$ cat src/rtl/pipe_pkg.sv
// Shared types and helpers for the RV32I pipeline hazard controller.
package pipe_pkg;

  localparam int unsigned REG_W = 5;

  typedef enum logic [1:0] {
    S_INIT,
    S_RUN,
    S_DRAIN,
    S_HALTED
  } hz_state_e;

  typedef enum logic [1:0] {
    FWD_REG = 2'b00,
    FWD_W   = 2'b01,
    FWD_M   = 2'b10
  } fwd_sel_e;

  typedef struct packed {
    logic [REG_W-1:0] rd;
    logic [REG_W-1:0] rs1;
    logic [REG_W-1:0] rs2;
    logic             reg_wr;
    logic             mem_rd;
    logic             valid;
  } stage_info_t;

  // A producer matches a consumer only if it writes a register other than x0
  function automatic logic rd_hit(input logic wr, input logic [REG_W-1:0] rd,
                                  input logic [REG_W-1:0] rs);
    return wr && (rd != '0) && (rd == rs);
  endfunction

endpackage

$ cat src/rtl/fwd_sel.sv
// Priority forwarding select for one E-stage operand: M result beats W result.
module fwd_sel
  import pipe_pkg::*;
(
  input  logic [REG_W-1:0] rs_i,
  input  logic [REG_W-1:0] m_rd_i,
  input  logic             m_wr_i,
  input  logic             m_ld_i,
  input  logic [REG_W-1:0] w_rd_i,
  input  logic             w_wr_i,
  output fwd_sel_e         sel_o
);

  // Loads in M have no data yet; the load-use stall moves them to W first
  always_comb begin
    sel_o = FWD_REG;
    if (rd_hit(m_wr_i && !m_ld_i, m_rd_i, rs_i)) begin
      sel_o = FWD_M;
    end else if (rd_hit(w_wr_i, w_rd_i, rs_i)) begin
      sel_o = FWD_W;
    end
  end

endmodule

$ cat src/rtl/pipe_hazard_ctrl.sv
// Hazard/sequencing controller for the 5-stage RV32I pipeline.
// Optional perf counters (stall_cnt, flush_cnt) enabled by defining HAZ_PERF_EN.
module pipe_hazard_ctrl
  import pipe_pkg::*;
#(
  parameter int unsigned INIT_FLUSH = 4
`ifdef HAZ_PERF_EN
  , parameter int unsigned CNT_W = 32
`endif
) (
  input  logic             clk,
  input  logic             rst,
  input  logic [REG_W-1:0] rs1_addr_D,
  input  logic [REG_W-1:0] rs2_addr_D,
  input  logic             use_rs1_D,
  input  logic             use_rs2_D,
  input  logic [REG_W-1:0] rd_D,
  input  logic             reg_wr_D,
  input  logic             mem_rd_D,
  input  logic             br_en_E,
  input  logic             halt_req,
  output logic             stall_F,
  output logic             stall_D,
  output logic             flush_D,
  output logic             flush_E,
  output logic [1:0]       fwd_a_E,
  output logic [1:0]       fwd_b_E,
  output logic             byp_rs1_D,
  output logic             byp_rs2_D,
  output logic             halted
`ifdef HAZ_PERF_EN
  , output logic [CNT_W-1:0] stall_cnt,
  output logic [CNT_W-1:0] flush_cnt
`endif
);

  localparam int unsigned INIT_W = (INIT_FLUSH > 1) ? $clog2(INIT_FLUSH) : 1;

  hz_state_e   state_q, state_d;
  logic [INIT_W-1:0] init_cnt_q, init_cnt_d;
  stage_info_t e_q, m_q, w_q;
  stage_info_t d_info_c;
  logic        load_use_c;
  logic        busy_c;
  fwd_sel_e    fwd_a_c, fwd_b_c;
  logic        unused_shadow;

  assign d_info_c = '{rd: rd_D, rs1: rs1_addr_D, rs2: rs2_addr_D,
                      reg_wr: reg_wr_D, mem_rd: mem_rd_D, valid: 1'b1};

  assign load_use_c = e_q.mem_rd && (e_q.rd != '0) &&
                      ((use_rs1_D && (rs1_addr_D == e_q.rd)) ||
                       (use_rs2_D && (rs2_addr_D == e_q.rd)));

  assign busy_c = (e_q.valid && (e_q.reg_wr || e_q.mem_rd)) ||
                  (m_q.valid && (m_q.reg_wr || m_q.mem_rd)) ||
                  (w_q.valid && (w_q.reg_wr || w_q.mem_rd));

  // Source operands of M/W are carried along but only E needs them
  assign unused_shadow = ^{m_q.rs1, m_q.rs2, w_q.rs1, w_q.rs2};

  always_ff @(posedge clk or negedge rst) begin
    if (!rst) begin
      state_q    <= S_INIT;
      init_cnt_q <= '0;
      e_q        <= '0;
      m_q        <= '0;
      w_q        <= '0;
    end else begin
      state_q    <= state_d;
      init_cnt_q <= init_cnt_d;
      e_q        <= flush_E ? stage_info_t'('0) : d_info_c;
      m_q        <= e_q;
      w_q        <= m_q;
    end
  end

  always_comb begin
    state_d    = state_q;
    init_cnt_d = init_cnt_q;
    stall_F    = 1'b0;
    stall_D    = 1'b0;
    flush_D    = 1'b0;
    flush_E    = 1'b0;
    halted     = 1'b0;
    case (state_q)
      S_INIT: begin
        stall_F = 1'b1;
        flush_D = 1'b1;
        flush_E = 1'b1;
        if (init_cnt_q == INIT_W'(INIT_FLUSH - 1)) begin
          state_d = S_RUN;
        end else begin
          init_cnt_d = init_cnt_q + INIT_W'(1);
        end
      end
      S_RUN: begin
        if (load_use_c) begin
          stall_F = 1'b1;
          stall_D = 1'b1;
          flush_E = 1'b1;
        end
        if (halt_req) state_d = S_DRAIN;
      end
      S_DRAIN: begin
        stall_F = 1'b1;
        stall_D = 1'b1;
        flush_E = 1'b1;
        if (!busy_c) state_d = S_HALTED;
      end
      S_HALTED: begin
        halted  = 1'b1;
        stall_F = 1'b1;
        stall_D = 1'b1;
        flush_E = 1'b1;
        if (!halt_req) state_d = S_RUN;
      end
      default: state_d = S_INIT;
    endcase
    // A taken branch squashes D and E; in RUN it also releases a load-use stall
    if ((state_q != S_INIT) && br_en_E) begin
      flush_D = 1'b1;
      flush_E = 1'b1;
      if (state_q == S_RUN) begin
        stall_F = 1'b0;
        stall_D = 1'b0;
      end
    end
  end

  fwd_sel u_fwd_a (
    .rs_i   (e_q.rs1),
    .m_rd_i (m_q.rd),
    .m_wr_i (m_q.reg_wr),
    .m_ld_i (m_q.mem_rd),
    .w_rd_i (w_q.rd),
    .w_wr_i (w_q.reg_wr),
    .sel_o  (fwd_a_c)
  );

  fwd_sel u_fwd_b (
    .rs_i   (e_q.rs2),
    .m_rd_i (m_q.rd),
    .m_wr_i (m_q.reg_wr),
    .m_ld_i (m_q.mem_rd),
    .w_rd_i (w_q.rd),
    .w_wr_i (w_q.reg_wr),
    .sel_o  (fwd_b_c)
  );

  assign fwd_a_E   = fwd_a_c;
  assign fwd_b_E   = fwd_b_c;
  assign byp_rs1_D = use_rs1_D && rd_hit(w_q.reg_wr, w_q.rd, rs1_addr_D);
  assign byp_rs2_D = use_rs2_D && rd_hit(w_q.reg_wr, w_q.rd, rs2_addr_D);

`ifdef HAZ_PERF_EN
  logic [CNT_W-1:0] stall_cnt_q, flush_cnt_q;
  logic             lu_cnt_c, br_cnt_c;

  assign lu_cnt_c = (state_q == S_RUN) && load_use_c && !br_en_E;
  assign br_cnt_c = (state_q != S_INIT) && br_en_E;

  // Saturating event counters, cleared only by reset
  always_ff @(posedge clk or negedge rst) begin
    if (!rst) begin
      stall_cnt_q <= '0;
      flush_cnt_q <= '0;
    end else begin
      if (lu_cnt_c && !(&stall_cnt_q)) stall_cnt_q <= stall_cnt_q + CNT_W'(1);
      if (br_cnt_c && !(&flush_cnt_q)) flush_cnt_q <= flush_cnt_q + CNT_W'(1);
    end
  end

  assign stall_cnt = stall_cnt_q;
  assign flush_cnt = flush_cnt_q;
`endif

endmodule

$ cat config.mk
export PLATFORM = sky130hd
export DESIGN_NAME = pipe_hazard_ctrl
export DESIGN_NICKNAME = d
export VERILOG_FILES = /design/src/rtl/pipe_pkg.sv /design/src/rtl/fwd_sel.sv /design/src/rtl/pipe_hazard_ctrl.sv
export SDC_FILE = /design/constraint.sdc
export NUM_CORES = 1
export LEC_CHECK = 0
export CORE_MARGIN = 1.5
export CORE_UTILIZATION = 56
export CTS_BUF_LIST = sky130_fd_sc_hd__clkbuf_16
export CTS_CLUSTER_SIZE = 24
export DETAILED_ROUTE_END_ITERATION = 8
export GPL_TIMING_DRIVEN = 0
export PLACE_DENSITY_LB_ADDON = 0.08
export SETUP_SLACK_MARGIN = 0.2
export SLEW_MARGIN = 30
export SYNTH_ARGS = -nofsm -noshare
export SYNTH_HDL_FRONTEND = slang
export SYNTH_SLANG_ARGS = --single-unit
$ cat constraint.sdc
create_clock -name clk -period 3.62 [get_ports clk]
set_clock_uncertainty 0.2 [all_clocks]
set_input_delay 0.543 -clock clk [delete_from_list [all_inputs] [get_ports clk]]
set_output_delay 0.543 -clock clk [all_outputs]
set_load 0.005 [all_outputs]
==> out/summary.txt <==
Mapped Nets = 209
CTS resizes = 0
maxcap violations = 0
xor/xnor share of the synthesized area = 18.5%
hold_ws = 0.171 ns
Post-CTS Repair Setup Buffers = 0
Buf/Inv on CP = 3
hold buffers post-CTS = 1
First-pass DRT Iterations = 4
Inserted Clock Buffers = 5
R2R Setup Slk = 1.50 ns
Synth warnings = 0
first-pass GRT wire length = 7460 µm
Tcrit/Tclk final = 91.5%
RSZ-0062 raised after global routing = false
die area = 0.00383 mm²
EDFF count, synth = 0
crit end category = output pin
average routed wire per standard cell = 17.8 µm
dpl hpwl = 3230 µm
P_leak = 1.18 nW
compound-cell area share of the yosys netlist = 9.20%
power per cell area = 730 mW/mm²
H-tree depth = 2
CP max FO = 10
initial antenna violation count = 0
post-layout instance area = 0.00255 mm²
Die Ht = 61.9 µm
diodes inserted = 0
post-synthesis simple-gate area fraction = 13.1%
VDD IR max = 0.495 mV
GRT Residual Overflow = 0
largest family of logic cells by synthesized area = XOR/XNOR gates
fraction of synthesized area in multiplexers = 2.77%
Root Buffer = clkbuf_16
GRT Total Usage = 28.1%
CTS tree = yes
1st-iter DRT viols = 95
worst setup margin = 0.307 ns
Tightest Pin Transition = 0.578 ns
Adder-Cell Fraction of Synth Area = 3.86%
prevailing post-synth register cell = dfrtp_1
#FFs+latches synth = 38
IO Port Bufs = 33
Worst-Skew Late Latency = 0.28 ns
Placed Instances = 260
Worst EP arrival = 2.57 ns
Final Util = 76.3%
sequential share of the synthesized area = 48.9%
Fillers = 232
crit-path cells = clkdlybuf4s50_1 > xnor2_1 > nand4_1 > o22ai_1 > buf_2 > a31o_1 > clkdlybuf4s50_1
I/O Pins = 34
area growth from synthesis to layout = 31.0%
vias per std cell = 5.77
Mapped Cells = 180
DR DRC count = 0
via count = 1553
Final Power = 1.86 mW
Slew Limit Fails = 0
Clock Pin Slew Worst Setup and Hold Paths = 0.06 ns
Post-DP Area = 0.00235 mm²
Crit-path slowest cell = clkdlybuf4s50_1
TNS Setup = 0 ns
layout cell share with drive strength beyond 1 = 10.8%
max incr delay on CP = 0.56 ns
status = completed
core area = 0.00334 mm²
Yosys cell types = 30
Fmax = 302 MHz
kind of critical path = in2out
final hold violations = 0
vias in the first global route = 1533
# clock sinks = 38
Initial Util = 58.3%
Site Rows = 21
Rel. slew slack = 61.1%
crit path launch type = input pin
FFs w/ async S/R, synth = 100%
required time of the critical path = 2.88 ns
CP dominant cell by count = clkdlybuf4s50_1
die width = 61.9 µm
routability cong. = 0.836
post-place setup slack = 0.364 ns
clock buffer depth = 2
syn_area_per_cell = 10.8 µm²
min cycle time layout = 3.31 ns
CP delay by family, top = buffers and inverters
Setup Viol. Count Final = 0
WL final = 4780 µm
final net count = 251
Final Instance Count excl. Fillers = 269
hold crit path type = reg2reg
largest net degree at the start of global routing = 31
DRT antenna net count = 0
synthesized area = 0.00194 mm²
where the power goes:
group,leakage [nW],total (mW),switching [mW],internal (mW)
registers,0.506,0.639,0.101,0.538
logic,0.580,0.657,0.332,0.325
clock network,0.0915,0.561,0.169,0.392
total,1.18,1.86,0.602,1.26
placed cells by master, fill, tap and decap left out, types with 2 or more instances in the layout:
cell type and instances:
a21oi_1 19, buf_2 8, bufinv_16 2, clkbuf_1 5, clkbuf_16 5, clkdlybuf4s50_1 32, dfrtp_1 38, ha_1 6
inv_1 2, mux2_2 3, mux2i_1 2, nand2_1 5, nand3_1 20, nand4_1 4, nor2b_1 2, nor3_1 2
nor4_1 2, nor4_2 2, o21a_1 2, o21ai_0 3, or4_1 5, xnor2_1 26, xor2_1 15
kinds of logic after synthesis:
| family | after synthesis |
|---|---|
| buffers and inverters | 15 |
| xor gates and xnor gates | 41 |
| DFF | 38 |
| and+or+nand+nor | 44 |
| adders and majority gates | 6 |
| AOI/OAI and AO/OA | 31 |
| muxes | 5 |
worst paths after layout:
path | start | endpoint | cells past startpoint
max reg2reg | state_q[1]$_DFFE_PN0P_ | state_q[1]$_DFFE_PN0P_ | 5
max in group asynchronous | rst | e_q[7]$_DFF_PN0_ | 3
min | e_q[2]$_DFF_PN0_ | m_q[2]$_DFF_PN0_ | 0
max | rs1_addr_D[4] | stall_F | 7
min reg2reg | e_q[2]$_DFF_PN0_ | m_q[2]$_DFF_PN0_ | 0
min in group asynchronous | rst | w_q[16]$_DFF_PN0_ | 2
cells in the mapped netlist, drive strengths merged (4+ instances only):
cell    count  area (µm²)
nand3      20         100
nand4       4        25.0
ha          6        75.1
clkbuf      5        18.8
nor4        4        37.5
xnor2      26         228
a21oi      19        95.1
nand2       5        18.8
xor2       15         131
or4         5        37.5
dfrtp      38         951
buf         8        46.3
o21ai       5        28.8
layout make-up:
cell class	instances	area (µm²)	share of cell area, %
timing repair buffer	35	355	14.0
buffer	13	65.1	2.56
inverter	2	7.51	0.295
sequential	38	951	37.3
clock inverter	3	63.8	2.51
clock buffer	5	125	4.91
tap	46	57.6	2.26
multi-input combinational	127	921	36.2
registers in the layout, summed over array words and instances, names as in the netlist:
name        count
e_q            18
init_cnt_q      2
m_q             8
state_q         2
w_q             8
routing by layer:
layer,share of wire [%],track usage [%]
met5,0,0
met4,2.5,12.8
met3,5.3,6.42
met2,52,47.2
met1,41,34.5
Power figures use the tool's default switching activity.
